--- config.mk ---
export PLATFORM = sky130hd
export DESIGN_NAME = mux_n21_pipe
export DESIGN_NICKNAME = d
export VERILOG_FILES = /design/src/rtl/mux_n21_pipe_pkg.sv /design/src/rtl/mux_n21_pipe_skid.sv /design/src/rtl/mux_n21_pipe.sv
export SDC_FILE = /design/constraint.sdc
export NUM_CORES = 1
export LEC_CHECK = 0
export ABC_AREA = 1
export BUFFER_PORTS_ARGS = -buffer_cell sky130_fd_sc_hd__buf_4
export CAP_MARGIN = 20
export CORE_MARGIN = 3
export CORE_UTILIZATION = 52
export DETAILED_ROUTE_END_ITERATION = 8
export GPL_TIMING_DRIVEN = 0
export PLACE_DENSITY = 0.87
export SYNTH_ARGS = -nofsm -noshare
export SYNTH_HDL_FRONTEND = slang
export SYNTH_SLANG_ARGS = --single-unit
--- constraint.sdc ---
create_clock -name w_clk -period 6.1 [get_ports w_clk]
set_input_delay 1.525 -clock w_clk [delete_from_list [all_inputs] [get_ports w_clk]]
set_output_delay 1.525 -clock w_clk [all_outputs]
set_load 0.1 [all_outputs]
--- src/rtl/mux_n21_pipe_pkg.sv ---
// Shared definitions for the N-to-1 flow-controlled select: occupancy states
// of the output stage and the select-width helper.
package mux_n21_pipe_pkg;

    typedef enum logic [1:0] {
        ST_EMPTY = 2'd0,
        ST_ONE   = 2'd1,
        ST_TWO   = 2'd2
    } occ_state_e;

    // Minimum select width for n inputs; never below one bit.
    function automatic int sel_width(input int n);
        int w;
        w = 0;
        while ((1 << w) < n) begin
            w = w + 1;
        end
        return (w < 1) ? 1 : w;
    endfunction

endpackage

--- src/rtl/mux_n21_pipe_skid.sv ---
// One-cycle valid/ready register stage with a skid entry, so a beat accepted
// while the consumer stalls is parked instead of dropped.
module skid_stage
    import mux_n21_pipe_pkg::*;
#(
    parameter int W = 33
) (
    input  logic         clk,
    input  logic         rst_n,
    input  logic [W-1:0] in_data,
    input  logic         in_valid,
    output logic         in_ready,
    input  logic         flush,
    output logic [W-1:0] out_data,
    output logic         out_valid,
    input  logic         out_ready
);

    occ_state_e   state_q, state_d;
    logic [W-1:0] main_q, main_d;
    logic [W-1:0] skid_q, skid_d;
    logic         out_valid_q, out_valid_d;
    logic         in_ready_q, in_ready_d;
    logic         accept;
    logic         deliver;

    assign accept  = in_valid & in_ready_q;
    assign deliver = out_valid_q & out_ready;

    always_comb begin
        state_d = state_q;
        main_d  = main_q;
        skid_d  = skid_q;
        case (state_q)
            ST_EMPTY: begin
                if (accept) begin
                    main_d  = in_data;
                    state_d = ST_ONE;
                end
            end
            ST_ONE: begin
                if (accept && deliver) begin
                    main_d = in_data;
                end else if (accept) begin
                    skid_d  = in_data;
                    state_d = ST_TWO;
                end else if (deliver) begin
                    state_d = ST_EMPTY;
                end
            end
            ST_TWO: begin
                // The parked beat is older than anything upstream, so it goes next.
                if (deliver) begin
                    main_d  = skid_q;
                    state_d = ST_ONE;
                end
            end
            default: state_d = ST_EMPTY;
        endcase
        if (flush) begin
            state_d = ST_EMPTY;
        end
        // Handshake flags are registered copies of the next occupancy, which
        // keeps out_ready off any combinational path to in_ready.
        out_valid_d = (state_d != ST_EMPTY);
        in_ready_d  = (state_d != ST_TWO);
    end

    always_ff @(posedge clk or negedge rst_n) begin
        if (!rst_n) begin
            state_q     <= ST_EMPTY;
            main_q      <= '0;
            out_valid_q <= 1'b0;
            in_ready_q  <= 1'b1;
        end else begin
            state_q     <= state_d;
            main_q      <= main_d;
            out_valid_q <= out_valid_d;
            in_ready_q  <= in_ready_d;
        end
    end

    // Skid contents are never visible while empty, so they need no reset.
    always_ff @(posedge clk) begin
        skid_q <= skid_d;
    end

    assign out_data  = main_q;
    assign out_valid = out_valid_q;
    assign in_ready  = in_ready_q;

endmodule

--- src/rtl/mux_n21_pipe.sv ---
// N-to-1 operand select with range check, feeding a registered valid/ready
// stage that carries {err, data} per beat.
module mux_n21_pipe
    import mux_n21_pipe_pkg::*;
#(
    parameter  int WIDTH  = 32,
    parameter  int NUM_IN = 4,
    localparam int SEL_W  = sel_width(NUM_IN)
) (
    input  logic                    w_clk,
    input  logic                    w_rst_n,
    input  logic [NUM_IN*WIDTH-1:0] w_in_flat_x,
    input  logic [SEL_W-1:0]        w_ctrl_s,
    input  logic                    w_in_valid,
    output logic                    w_in_ready,
    input  logic                    w_flush,
    output logic [WIDTH-1:0]        w_out_x,
    output logic                    w_out_err,
    output logic                    w_out_valid,
    input  logic                    w_out_ready
);

    logic [WIDTH-1:0] sel_data;
    logic             sel_err;
    logic [WIDTH:0]   stage_out;

    // Any select value that matches no input yields a zero beat flagged as an error.
    always_comb begin
        sel_data = '0;
        sel_err  = 1'b1;
        for (int i = 0; i < NUM_IN; i++) begin
            if (w_ctrl_s == SEL_W'(i)) begin
                sel_data = w_in_flat_x[i*WIDTH +: WIDTH];
                sel_err  = 1'b0;
            end
        end
    end

    skid_stage #(
        .W(WIDTH + 1)
    ) u_stage (
        .clk      (w_clk),
        .rst_n    (w_rst_n),
        .in_data  ({sel_err, sel_data}),
        .in_valid (w_in_valid),
        .in_ready (w_in_ready),
        .flush    (w_flush),
        .out_data (stage_out),
        .out_valid(w_out_valid),
        .out_ready(w_out_ready)
    );

    assign w_out_err = stage_out[WIDTH];
    assign w_out_x   = stage_out[WIDTH-1:0];

endmodule

## Word-level counts from Yosys, hierarchy flattened

Cells that the tools add are included.

| operators by class | value |
|---|---|
| eq/ne operators | 9 |
| bitwise gates (word level) | 3 |
| multiplexer cells | 19 |
| reductions and logical operators | 7 |

Operators by type and width:

| kind | count |
|---|---|
| 32-bit 2-to-1 mux | 4 |
| 33-bit 2-to-1 mux | 3 |
| 33-bit case mux with 3 select lines | 1 |
| 2-bit 2-to-1 mux | 6 |
| 2-bit == test (second input constant) | 3 |
| 2-bit by 1-bit != test with 1-bit output (second input constant) | 3 |
| 2-bit case mux with 3 select lines | 1 |
| 2-bit by 1-bit == test with 1-bit output (second input constant) | 2 |
| 2-bit logical NOT | 2 |
| 1-bit 2-to-1 mux | 4 |
| 4-bit AND reduction | 1 |
| 3-bit AND reduction | 1 |
| 3-bit nonzero test | 1 |
| 1-bit bitwise AND | 2 |
| 2-bit != test (second input constant) | 1 |
| 2-bit nonzero test | 1 |
| 1-bit logical AND | 1 |
| 1-bit inverter | 1 |

| storage, ports and cells | value |
|---|---|
| input port bits | 135 |
| word-level logic and storage cells | 43 |
| register bits after elaboration | 70 |
| output and inout bits | 35 |

## Depth between registers and ports, before layout

| depth | value |
|---|---|
| depth in word-level cells | 7 |
| mapped depth | 9 |
| gate-level depth less buffers | 7 |

## By module

A second synthesis with hierarchy kept.

| second synthesis, totals | value |
|---|---|
| cells, all modules | 495 |
| area, all modules | 3928.8 um2 |

Modules (own cells, without submodules):

| module | sequential area each (um2) | instances | cells each | area an instance (um2) |
|---|---|---|---|---|
| skid_stage | 1918.1 | 1 | 308 | 2956.6 |
| mux_n21_pipe | 0.0 | 1 | 187 | 972.2 |

## Least setup slack after synthesis

No wires, ideal clock.

| path | value |
|---|---|
| path kind | input port to flip-flop |
| from | input port w_out_ready |
| to | register u_stage.skid_q[0], enable pin |
| setup time | 0.464 ns |
| data arrival time | 3.952 ns |
| slack | 1.683 ns |
| stages | 3 |
| cell sequence | nand2_1 -> inv_1 -> nor3_1 |

| on the way | value |
|---|---|
| word-level cells in the longest chain between the ends | 4 |

RTL lines:

| what | line | source |
|---|---|---|
| from (decl) | mux_n21_pipe.sv:20 | `input logic w_out_ready` |
| 1-bit bitwise AND | mux_n21_pipe_skid.sv:28 | `assign deliver = out_valid_q & out_ready;` |
| 1-bit logical AND | mux_n21_pipe_skid.sv:42 | `if (accept && deliver) begin` |
| 1-bit inverter (no source line) | -- |  |
| 3-bit AND reduction (no source line) | -- |  |
| to (signal assigned) | mux_n21_pipe_skid.sv:85 | `skid_q <= skid_d;` |
| to (decl) | mux_n21_pipe_skid.sv:21 | `logic [W-1:0] skid_q, skid_d;` |

No other way between the ends.
A chain may end at the register's enable or synchronous reset.

## Worst setup path after layout

| path | value |
|---|---|
| from | register u_stage.in_ready_q, in the netlist u_stage.in_ready |
| to | output port w_in_ready |

RTL lines:

| what | line | source |
|---|---|---|
| from (decl) | mux_n21_pipe_skid.sv:23 | `logic in_ready_q, in_ready_d;` |
| from (signal assigned) | mux_n21_pipe_skid.sv:79 | `in_ready_q <= in_ready_d;` |
| to (decl) | mux_n21_pipe.sv:15 | `output logic w_in_ready,` |

No word-level cell between the ends.

==> impl_metrics.yaml <==
status:
  status: "finished clean"
yosys:
  synthCells: 549
  yosysMostFrequentCell: "nand2_1"
  async_flop_share_pct: 52.9
  synth_top_area_share_pct: 25.0
  syn_avg_cell_area_sq_um: 7.23
  ys.flop_type: "dfrtp_1"
  ys_ff_latch: 70
  ys_seq_area_share_pct: 48.3
  synth_edf_count: 33
  synth_nets: 684
  yosysWarnings: 0
  synth_cell_type_count: 21
  synth_top_cells_by_count: "nand2_1, nand3_1, nor2_1"
  syn_area_sq_um: 3970
  synth_largest_area_cell: "edfxtp_1"
  synth.area.top_cells: "edfxtp_1, dfrtp_1, nand2_1"
setup_path:
  rrSetupSlack_ns: 4.42
  cpPeakStageDelay_ns: 0.55
  cp-start-kind: "flip-flop"
  cp.required_ns: 4.58
  crit_type: "reg -> out"
  crit_family: "flip-flops"
  arrival_ns: 1.18
  slowest_stage: "dfstp_2"
  cp_max_fo: 3
  end_kind: "primary output"
  path_buf_inv: 1
  crit_chain: "buf_4"
floorplan:
  die-area_sq_um: 8710
  start_util_pct: 54.1
  pin_count: 170
  dieWidth_microns: 93.4
  die_h_microns: 93.4
  core_area_sq_um: 7330
  row_count: 31
cts:
  cts.sinks: 70
  hold_buffers: 0
  cts_made_buffers: 9
  cts_max_level: 3
  clock_latency_ns: 0.34
  clk_path_buf_depth: 2
  root_buffer: "clkbuf_8"
  cts_resized: 0
  cts_setup_buffers: 0
  clk_pin_slew_worst_paths_ns: 0.08
  cts_tree: "built"
placed_design:
  portBuffers: 168
  gp_congestion: 0.903
  place_ws_ns: 3.27
  dpl.cell_count: 819
  placed_cell_area_sq_um: 5390
  detailed_place_hpwl_microns: 9610
min_path:
  hp-class: "reg -> reg"
power:
  power_density_nw_per_um2: 473
  pwr-share-comb_pct: 60.3
  seqPwrFrac_pct: 27.8
  p_leak_uw: 0.00299
  peakVddDrop_mv: 0.281
  p_clk_share_pct: 11.9
  p_sw_share_pct: 56.1
  internal_power_uw: 1150
  net-switching-power_uw: 1470
routing:
  ant_nets: 0
  wire_per_inst_microns: 15.4
  drt_iter0_markers: 266
  drcViolationCount: 0
  viasPerCell: 5.19
  dr.pass1.iters: 5
  num_vias: 4337
  wl_microns: 12900
timing:
  final-hold-violation-count: 0
  worstMarginPinSlew_ns: 0.556
  slew_viol_final: 0
  finalWorstSetupSlack_ns: 3.40
  finClkSkew_ns: 0.00983
  fin_tns_setup_ns: 0
  relSlewSlack_pct: 62.9
  min_period_over_period_pct: 44.3
  timing.fmax_mhz: 370
  rsz0062_at_grt: "false"
  min_period_ns: 2.70
  setup_viol: 0
cells_and_area:
  fillers: 562
  utilization_pct: 75.7
  num_antenna_cells: 0
  syn_to_final_growth_pct: 39.9
  fin_area_sq_um: 5550
  drive_above_1_share_pct: 29.3
  nNetsFinal: 866
  final-instance-count-excl-fill: 835
grt:
  grt_pass1_vias: 4273
  track_usage_pct: 28.8
  antenna_found_initial: 0
  grt_max_degree: 38
  grt.overflow.total: 0
  grt_pass1_wl_microns: 19300
flow_run:
  maxCapViolCount: 0
layout make-up:
class	count	area (sq um)	area share, %
Timing Repair Buffer	171	1290	23.3
Sequential cell	70	1920	34.6
Clock buffer	11	131	2.37
Tap cell	99	124	2.23
Multi-Input combinational cell	407	1750	31.5
Buffer	33	161	2.91
Clock inverter	5	27.5	0.496
Inverter	39	146	2.64
per-stage QoR:
stage | total power (uW) | hold WS [ns]
2_1_floorplan | 1890 | 0.493
3_3_place_gp | 2270 | 0.465
3_5_place_dp | 2310 | 0.466
4_1_cts | 2620 | 0.485
5_1_grt | 2740 | 0.498
6_report | 2620 | 0.483
power by group through the flow:
stage               combinational (uW)  clock, uW  sequential, uW
CTS                               1580        316             727
finish                            1580        313             730
global route                      1670        333             741
global placement                  1540          0             733
floorplan                          381          0            1510
detailed placement                1570          0             734
cells by family (layout without fill, tap and decap cells):
group	count (synthesis)	after routing	share of synthesized area, %
simple gates	370	370	39.3
buf+inv	72	259	7.76
other cells	1	1	0.0945
compound gates	36	36	4.54
flops	70	70	48.3
sequential cells by signal, summed over array words and instances, names as in the netlist:
signal / flops
u_stage.out_valid: 1
u_stage.in_ready: 1
u_stage.state_q: 2
u_stage.skid_q: 33
u_stage.out_data: 33
path summary, 6_finish.rpt:
| kind | from | to | depth (start not counted) |
|---|---|---|---|
| max in group asynchronous | w_rst_n | u_stage.in_ready | 1 |
| min reg2reg | u_stage.out_data[17] | u_stage.out_data[17] | 2 |
| min in group asynchronous | w_rst_n | u_stage.out_data[0] | 1 |
| min | u_stage.out_data[17] | u_stage.out_data[17] | 2 |
| max reg2reg | u_stage.state_q[0] | u_stage.out_data[12] | 7 |
| max | u_stage.in_ready | w_in_ready | 1 |
placed cells by master, fill, tap and decap left out, drive strengths merged:
cell type	instances
inv	39
clkinv	4
o21ai	35
nand3	66
nand2	204
or2	32
conb	1
edfxtp	33
clkinvlp	1
clkbuf	21
buf	194
a21oi	1
dfrtp	36
dfstp	1
nor2	67
nor3	1
metal layers:
layer	vias up	routed length [microns]	track usage, %
li1	2085	-	-
met1	1967	4800	32.4
met3	31	1250	6.92
met5	-	0	0
met4	0	338	12.0
met2	254	6480	51.9
Power figures use the tool's default switching activity.
